--- src/rtl/lc3_pkg.sv ---
// lc3_pkg: op encodings and access-sequencer states shared by the LC-3 memory path.
package lc3_pkg;

    typedef enum logic [1:0] {
        OP_LD  = 2'd0,
        OP_ST  = 2'd1,
        OP_LDI = 2'd2,
        OP_STI = 2'd3
    } op_e;

    typedef enum logic [1:0] {
        S_IDLE = 2'd0,
        S_IND  = 2'd1,
        S_ACC  = 2'd2,
        S_RESP = 2'd3
    } state_e;

    function automatic logic op_is_store(input op_e o);
        return (o == OP_ST) || (o == OP_STI);
    endfunction

    function automatic logic op_is_indirect(input op_e o);
        return (o == OP_LDI) || (o == OP_STI);
    endfunction

endpackage

--- src/rtl/memaccess_timer.sv ---
// memaccess_timer: counts stalled memory-request cycles and flags the cycle in
// which the access must be abandoned (TIMEOUT_CYCLES-th consecutive wait cycle).
module memaccess_timer #(
    parameter int TIMEOUT_CYCLES = 255
) (
    input  logic clk,
    input  logic rst,
    input  logic clear,
    input  logic count_en,
    output logic expired
);

    localparam int CW = (TIMEOUT_CYCLES > 1) ? $clog2(TIMEOUT_CYCLES) : 1;

    logic [CW-1:0] count_q, count_d;

    assign expired = count_en && (count_q == CW'(TIMEOUT_CYCLES - 1));

    always_comb begin
        // NOTE: default assignment first so no path leaves count_d unassigned (no latch).
        count_d = count_q;
        if (clear) begin
            count_d = '0;
        end else if (count_en && !expired) begin
            count_d = count_q + 1'b1;
        end
    end

    always_ff @(posedge clk or posedge rst) begin
        // NOTE: non-blocking so every flop samples pre-edge values regardless of block order.
        if (rst) begin
            count_q <= '0;
        end else begin
            count_q <= count_d;
        end
    end

endmodule

--- src/rtl/memaccess.sv ---
// memaccess: LC-3 LD/ST/LDI/STI sequencer driving a req/ack memory port.
// Optional stalled-memory abort is enabled by defining MEMACCESS_TIMEOUT_EN.
module memaccess
    import lc3_pkg::*;
#(
    parameter int TIMEOUT_CYCLES = 255
) (
    input  logic        clk,
    input  logic        rst,
    input  logic        start,
    input  logic [1:0]  op,
    input  logic [15:0] addr,
    input  logic [15:0] wdata,
    output logic        busy,
    output logic        done,
    output logic [15:0] memout,
    output logic        enable_writeback,
    output logic        mem_req,
    output logic        mem_we,
    output logic [15:0] mem_addr,
    output logic [15:0] mem_wdata,
    input  logic [15:0] mem_rdata,
    input  logic        mem_ack,
    output logic        timeout_err
);

    state_e      state_q, state_d;
    op_e         op_q, op_d;
    logic [15:0] addr_q, addr_d;
    logic [15:0] wdata_q, wdata_d;
    logic [15:0] ptr_q, ptr_d;
    logic [15:0] memout_q, memout_d;
    logic        terr_q, terr_d;
    logic        req;
    logic        timeout;

    assign req = (state_q == S_IND) || (state_q == S_ACC);

`ifdef MEMACCESS_TIMEOUT_EN
    logic timer_clear;

    // Restart the wait count on every entry into IND or ACC.
    assign timer_clear = ((state_q == S_IDLE) && start) || ((state_q == S_IND) && mem_ack);

    memaccess_timer #(
        .TIMEOUT_CYCLES(TIMEOUT_CYCLES)
    ) u_timer (
        .clk      (clk),
        .rst      (rst),
        .clear    (timer_clear),
        .count_en (req && !mem_ack),
        .expired  (timeout)
    );
`else
    logic unused_timeout_cfg;
    assign unused_timeout_cfg = |TIMEOUT_CYCLES;
    assign timeout            = 1'b0;
`endif

    always_comb begin
        state_d  = state_q;
        op_d     = op_q;
        addr_d   = addr_q;
        wdata_d  = wdata_q;
        ptr_d    = ptr_q;
        memout_d = memout_q;
        terr_d   = terr_q;
        unique case (state_q)
            S_IDLE: begin
                if (start) begin
                    op_d    = op_e'(op);
                    addr_d  = addr;
                    wdata_d = wdata;
                    terr_d  = 1'b0;
                    state_d = op_is_indirect(op_e'(op)) ? S_IND : S_ACC;
                end
            end
            S_IND: begin
                if (mem_ack) begin
                    ptr_d   = mem_rdata;
                    state_d = S_ACC;
                end else if (timeout) begin
                    terr_d  = 1'b1;
                    state_d = S_RESP;
                end
            end
            S_ACC: begin
                if (mem_ack) begin
                    if (!op_is_store(op_q)) begin
                        memout_d = mem_rdata;
                    end
                    state_d = S_RESP;
                end else if (timeout) begin
                    terr_d  = 1'b1;
                    state_d = S_RESP;
                end
            end
            S_RESP:  state_d = S_IDLE;
            default: state_d = S_IDLE;
        endcase
    end

    always_ff @(posedge clk or posedge rst) begin
        if (rst) begin
            state_q  <= S_IDLE;
            op_q     <= OP_LD;
            addr_q   <= '0;
            wdata_q  <= '0;
            ptr_q    <= '0;
            memout_q <= '0;
            terr_q   <= 1'b0;
        end else begin
            state_q  <= state_d;
            op_q     <= op_d;
            addr_q   <= addr_d;
            wdata_q  <= wdata_d;
            ptr_q    <= ptr_d;
            memout_q <= memout_d;
            terr_q   <= terr_d;
        end
    end

    // An aborted access still completes with done, but never writes back.
    assign busy             = (state_q != S_IDLE);
    assign done             = (state_q == S_RESP);
    assign enable_writeback = done && !op_is_store(op_q) && !terr_q;
    assign mem_req          = req;
    assign mem_we           = (state_q == S_ACC) && op_is_store(op_q);
    assign mem_addr         = ((state_q == S_ACC) && op_is_indirect(op_q)) ? ptr_q : addr_q;
    assign mem_wdata        = wdata_q;
    assign memout           = memout_q;
    assign timeout_err      = terr_q;

endmodule

--- config.mk ---
export PLATFORM = sky130hd
export DESIGN_NAME = memaccess
export DESIGN_NICKNAME = d
export VERILOG_FILES = /design/src/rtl/lc3_pkg.sv /design/src/rtl/memaccess_timer.sv /design/src/rtl/memaccess.sv
export SDC_FILE = /design/constraint.sdc
export NUM_CORES = 1
export LEC_CHECK = 0
export BUFFER_PORTS_ARGS = -buffer_cell sky130_fd_sc_hd__buf_2
export CAP_MARGIN = 5
export CORE_UTILIZATION = 49
export CTS_CLUSTER_DIAMETER = 100
export DETAILED_ROUTE_END_ITERATION = 10
export GPL_TIMING_DRIVEN = 0
export PLACE_DENSITY = 0.8
export RECOVER_POWER = 50
export SYNTH_ARGS = -nofsm -noshare
export SYNTH_HDL_FRONTEND = slang
export SYNTH_SLANG_ARGS = --single-unit
export TNS_END_PERCENT = 10
--- constraint.sdc ---
create_clock -name clk -period 2.6 [get_ports clk]
set_input_delay 0.26 -clock clk [delete_from_list [all_inputs] [get_ports clk]]
set_output_delay 0.26 -clock clk [all_outputs]
set_load 0.02 [all_outputs]
==> flow_summary.rst <==
.. list-table::
   :header-rows: 1

   * - Metric
     - Value
   * - Final hold slack
     - 0.157 ns
   * - CTS buffer count
     - 9
   * - Maximum fanout count along the critical path
     - 10
   * - Die ar.
     - 0.00613 mm²
   * - Final #Nets
     - 355
   * - Final critical delay including setup and external delays
     - 2.30 ns
   * - Met2 track demand over resource
     - between 30% and 40%
   * - Last weighted congestion value of the routability-driven placer
     - 0.727
   * - Post_cts resized
     - 0
   * - FF+latch count, synth
     - 68
   * - Fin crit share
     - 88.6%
   * - H-Tree Depth
     - 3
   * - Final Hold Violating Endpoints
     - 0
   * - Max-slew violation count
     - 0
   * - Setup TNS
     - 0 ns
   * - Arrival time of the worst setup path
     - 2.04 ns
   * - Number of endpoints failing setup at the final stage
     - 0
   * - Largest area contributor in the synthesized netlist
     - sky130_fd_sc_hd__dfrtp_1
   * - Number of design rule violations left after detail routing
     - 0
   * - Area Overhead vs Synth
     - 26.5%
   * - Synth Cell Area
     - 0.00285 mm²
   * - Number of setup buffers added after CTS
     - 0
   * - Total number of clock tree sinks
     - 68
   * - Global Route met3 Usage
     - 5.35%
   * - Share of final-layout standard cells stronger than drive strength 1
     - 61.9%
   * - CP endpoint kind
     - primary output
   * - Clock tree from TritonCTS
     - done
   * - HPWL Detailed
     - around 4200 µm
   * - Number of antenna violations at the first check in global routing
     - 0
   * - Routed len/inst
     - 14.8 µm
   * - First-pass GRT wire length
     - ~9000 µm
   * - GR peak layer
     - met2
   * - Count of antenna-violating nets left after detailed routing
     - 0
   * - Worst VDD drop
     - around 0.74 mV
   * - Initial core utilization
     - 51.2%
   * - Die Wd
     - 78.3 µm
   * - Tot GR Track Use
     - 19.9%
   * - Post-synthesis cell type count
     - 16
   * - Worst Setup Path Type
     - reg2out
   * - Post-synthesis instance total
     - 179
   * - Max-cap violations
     - 0
   * - # port buffers
     - 106
   * - Cell at the root of the clock tree
     - sky130_fd_sc_hd__clkbuf_8
   * - Leakage component of the power
     - 1.73 nW
   * - Syn_area_per_cell
     - 15.9 µm²
   * - Routed wire length
     - roughly 5600 µm
   * - Number of global-route vias before repair
     - 1983
   * - P per Cell Area
     - 1360 mW/mm²
   * - Vias per cell
     - 4.98
   * - Fraction of the yosys area taken by sequential cells
     - 59.6%
   * - Relative slew slack
     - a little under a third
   * - TritonRoute pass-1 iters
     - 4
   * - Clock-pin slew on the worst setup and hold paths
     - 0.07 ns
   * - Source-to-sink clock delay at the later pin of the worst-skew pair
     - between 0.3 and 0.4 ns
   * - Global-route congestion overflow total
     - 0
   * - Pin count of the biggest net entering global routing
     - 42
   * - Share of the core filled with cells in the final layout
     - 64.8%
   * - Peak Freq
     - 434 MHz
   * - Maximum number of buffers from clock root to sink
     - 2
   * - Core Area
     - between 0.005 and 0.006 mm²
   * - Hold buffer count at CTS
     - 0
   * - Non-Filler Cell Area, Final
     - 0.00361 mm²
   * - Met1 track demand over resource
     - 24.3%
   * - Unrepaired setup endpoints after global routing
     - false
   * - Placement row count
     - 27
   * - Chip Height
     - 78.3 µm
   * - Top cell type's share of synthesized area
     - about three fifths
   * - Post-synth net total
     - 237
   * - I/O pin total
     - 108
   * - Setup clock skew after layout
     - between 0.007 and 0.008 ns
   * - Number of antenna cells inserted
     - 0
   * - Yosys warning total
     - 0
   * - Class of the tightest hold or removal check
     - in2reg
   * - Via count of the routed design
     - 1862
   * - Leading post-synthesis cells by cell area
     - sky130_fd_sc_hd__dfrtp_1, sky130_fd_sc_hd__mux2_2, sky130_fd_sc_hd__ha_1, sky130_fd_sc_hd__buf_6, sky130_fd_sc_hd__mux2i_1
   * - Required time of the worst setup path
     - 2.34 ns
   * - Run status
     - finished clean
   * - Drt initial violations
     - 36
   * - Startpoint types
     - flip-flop
   * - Slew of the pin with the lowest slew margin
     - 1.03 ns
   * - Placed cell area
     - 0.00349 mm²
-- power by group --
group	internal (mW)	leakage (nW)	switching, mW
logic	1.06	0.843	1.26
registers	1.60	0.806	0.263
clock network	0.371	0.0844	0.357
-- layout make-up --
class                      instances  area [µm²]
sequential                        68        1700
clock inverter                     2        10.0
multi-input combinational        100        1080
tap                               72        90.1
clock buffer                      14         153
timing repair buffer             107         503
fill                             471        1960
buffer                             7        56.3
inverter                           4        15.0
-- metal layers --
metal	up-vias	routed length (µm)
li1	860	-
met2	80	2650
met5	-	0
met4	0	91
met3	10	386
met1	912	2420
-- kinds of logic (layout without fill, tap and decap cells) --
family / after synthesis / in the layout / share of synthesized area [%]
adders and majority gates: 4 / 4 / 1.75
buffers and inverters: 11 / 134 / 2.50
DFF: 68 / 68 / 59.6
other: 1 / 1 / 0.131
muxes: 85 / 85 / 33.4
AOI/OAI and AO/OA: 2 / 2 / 0.395
and+or+nand+nor: 8 / 8 / 2.19
-- cells in the final DEF (no fill, tap or decap) --
cell type,instances
sky130_fd_sc_hd__clkbuf_8,10
sky130_fd_sc_hd__buf_4,1
sky130_fd_sc_hd__buf_6,3
sky130_fd_sc_hd__mux2_2,82
sky130_fd_sc_hd__nand2_2,3
sky130_fd_sc_hd__buf_2,83
sky130_fd_sc_hd__a21oi_1,1
sky130_fd_sc_hd__nand3b_4,1
sky130_fd_sc_hd__o22ai_1,1
sky130_fd_sc_hd__inv_1,4
sky130_fd_sc_hd__and2_2,1
sky130_fd_sc_hd__clkbuf_2,1
sky130_fd_sc_hd__clkbuf_1,30
sky130_fd_sc_hd__ha_1,4
sky130_fd_sc_hd__nor2b_1,2
sky130_fd_sc_hd__clkinv_2,2
sky130_fd_sc_hd__conb_1,1
sky130_fd_sc_hd__nor2_1,1
sky130_fd_sc_hd__dfrtp_1,68
sky130_fd_sc_hd__mux2i_1,3
-- worst max-delay path, cell delays in order (launching register included) --
cell,delay [ns]
sky130_fd_sc_hd__dfrtp_1,0.39
sky130_fd_sc_hd__inv_1,0.09
sky130_fd_sc_hd__ha_1,0.30
sky130_fd_sc_hd__nand2_2,0.22
sky130_fd_sc_hd__buf_6,0.19
sky130_fd_sc_hd__mux2_2,0.35
sky130_fd_sc_hd__buf_2,0.16
-- sequential cells by signal (all words and copies together) (netlist names) --
signal and count:
ptr_q 16, state_q 2, memout 16, op_q 2
mem_wdata 16, addr_q 16
-- cell usage after synthesis, drive strengths merged --
master and count:
nor2 1, nand3b 1, inv 4, a21oi 1, buf 7, conb 1
o22ai 1, nand2 3, nor2b 2, ha 4, mux2 82, mux2i 3
dfrtp 68, and2 1
-- worst paths after layout --
path	startpoint	to	slack, ns	cells past startpoint
max in group asynchronous	rst	mem_wdata[15]	0.92	3
min in group asynchronous	rst	addr_q[10]	0.17	2
worst min register to register	addr_q[2]	addr_q[2]	0.50	1
worst max-delay path	state_q[0]	mem_addr[7]	0.30	6
worst min-delay path	addr[13]	addr_q[13]	0.16	2
worst max register to register	state_q[0]	addr_q[7]	0.88	5
-- through the flow --
stage	setup WS, ns	power [mW]	instances
2_1_floorplan	0.628	3.55	179
3_3_place_gp	-0.154	4.19	357
3_5_place_dp	0.644	4.29	358
4_1_cts	0.273	5.03	374
5_1_grt	0.197	5.22	374
6_report	0.295	4.91	374
Note: power is estimated with default switching activity, not from simulation.
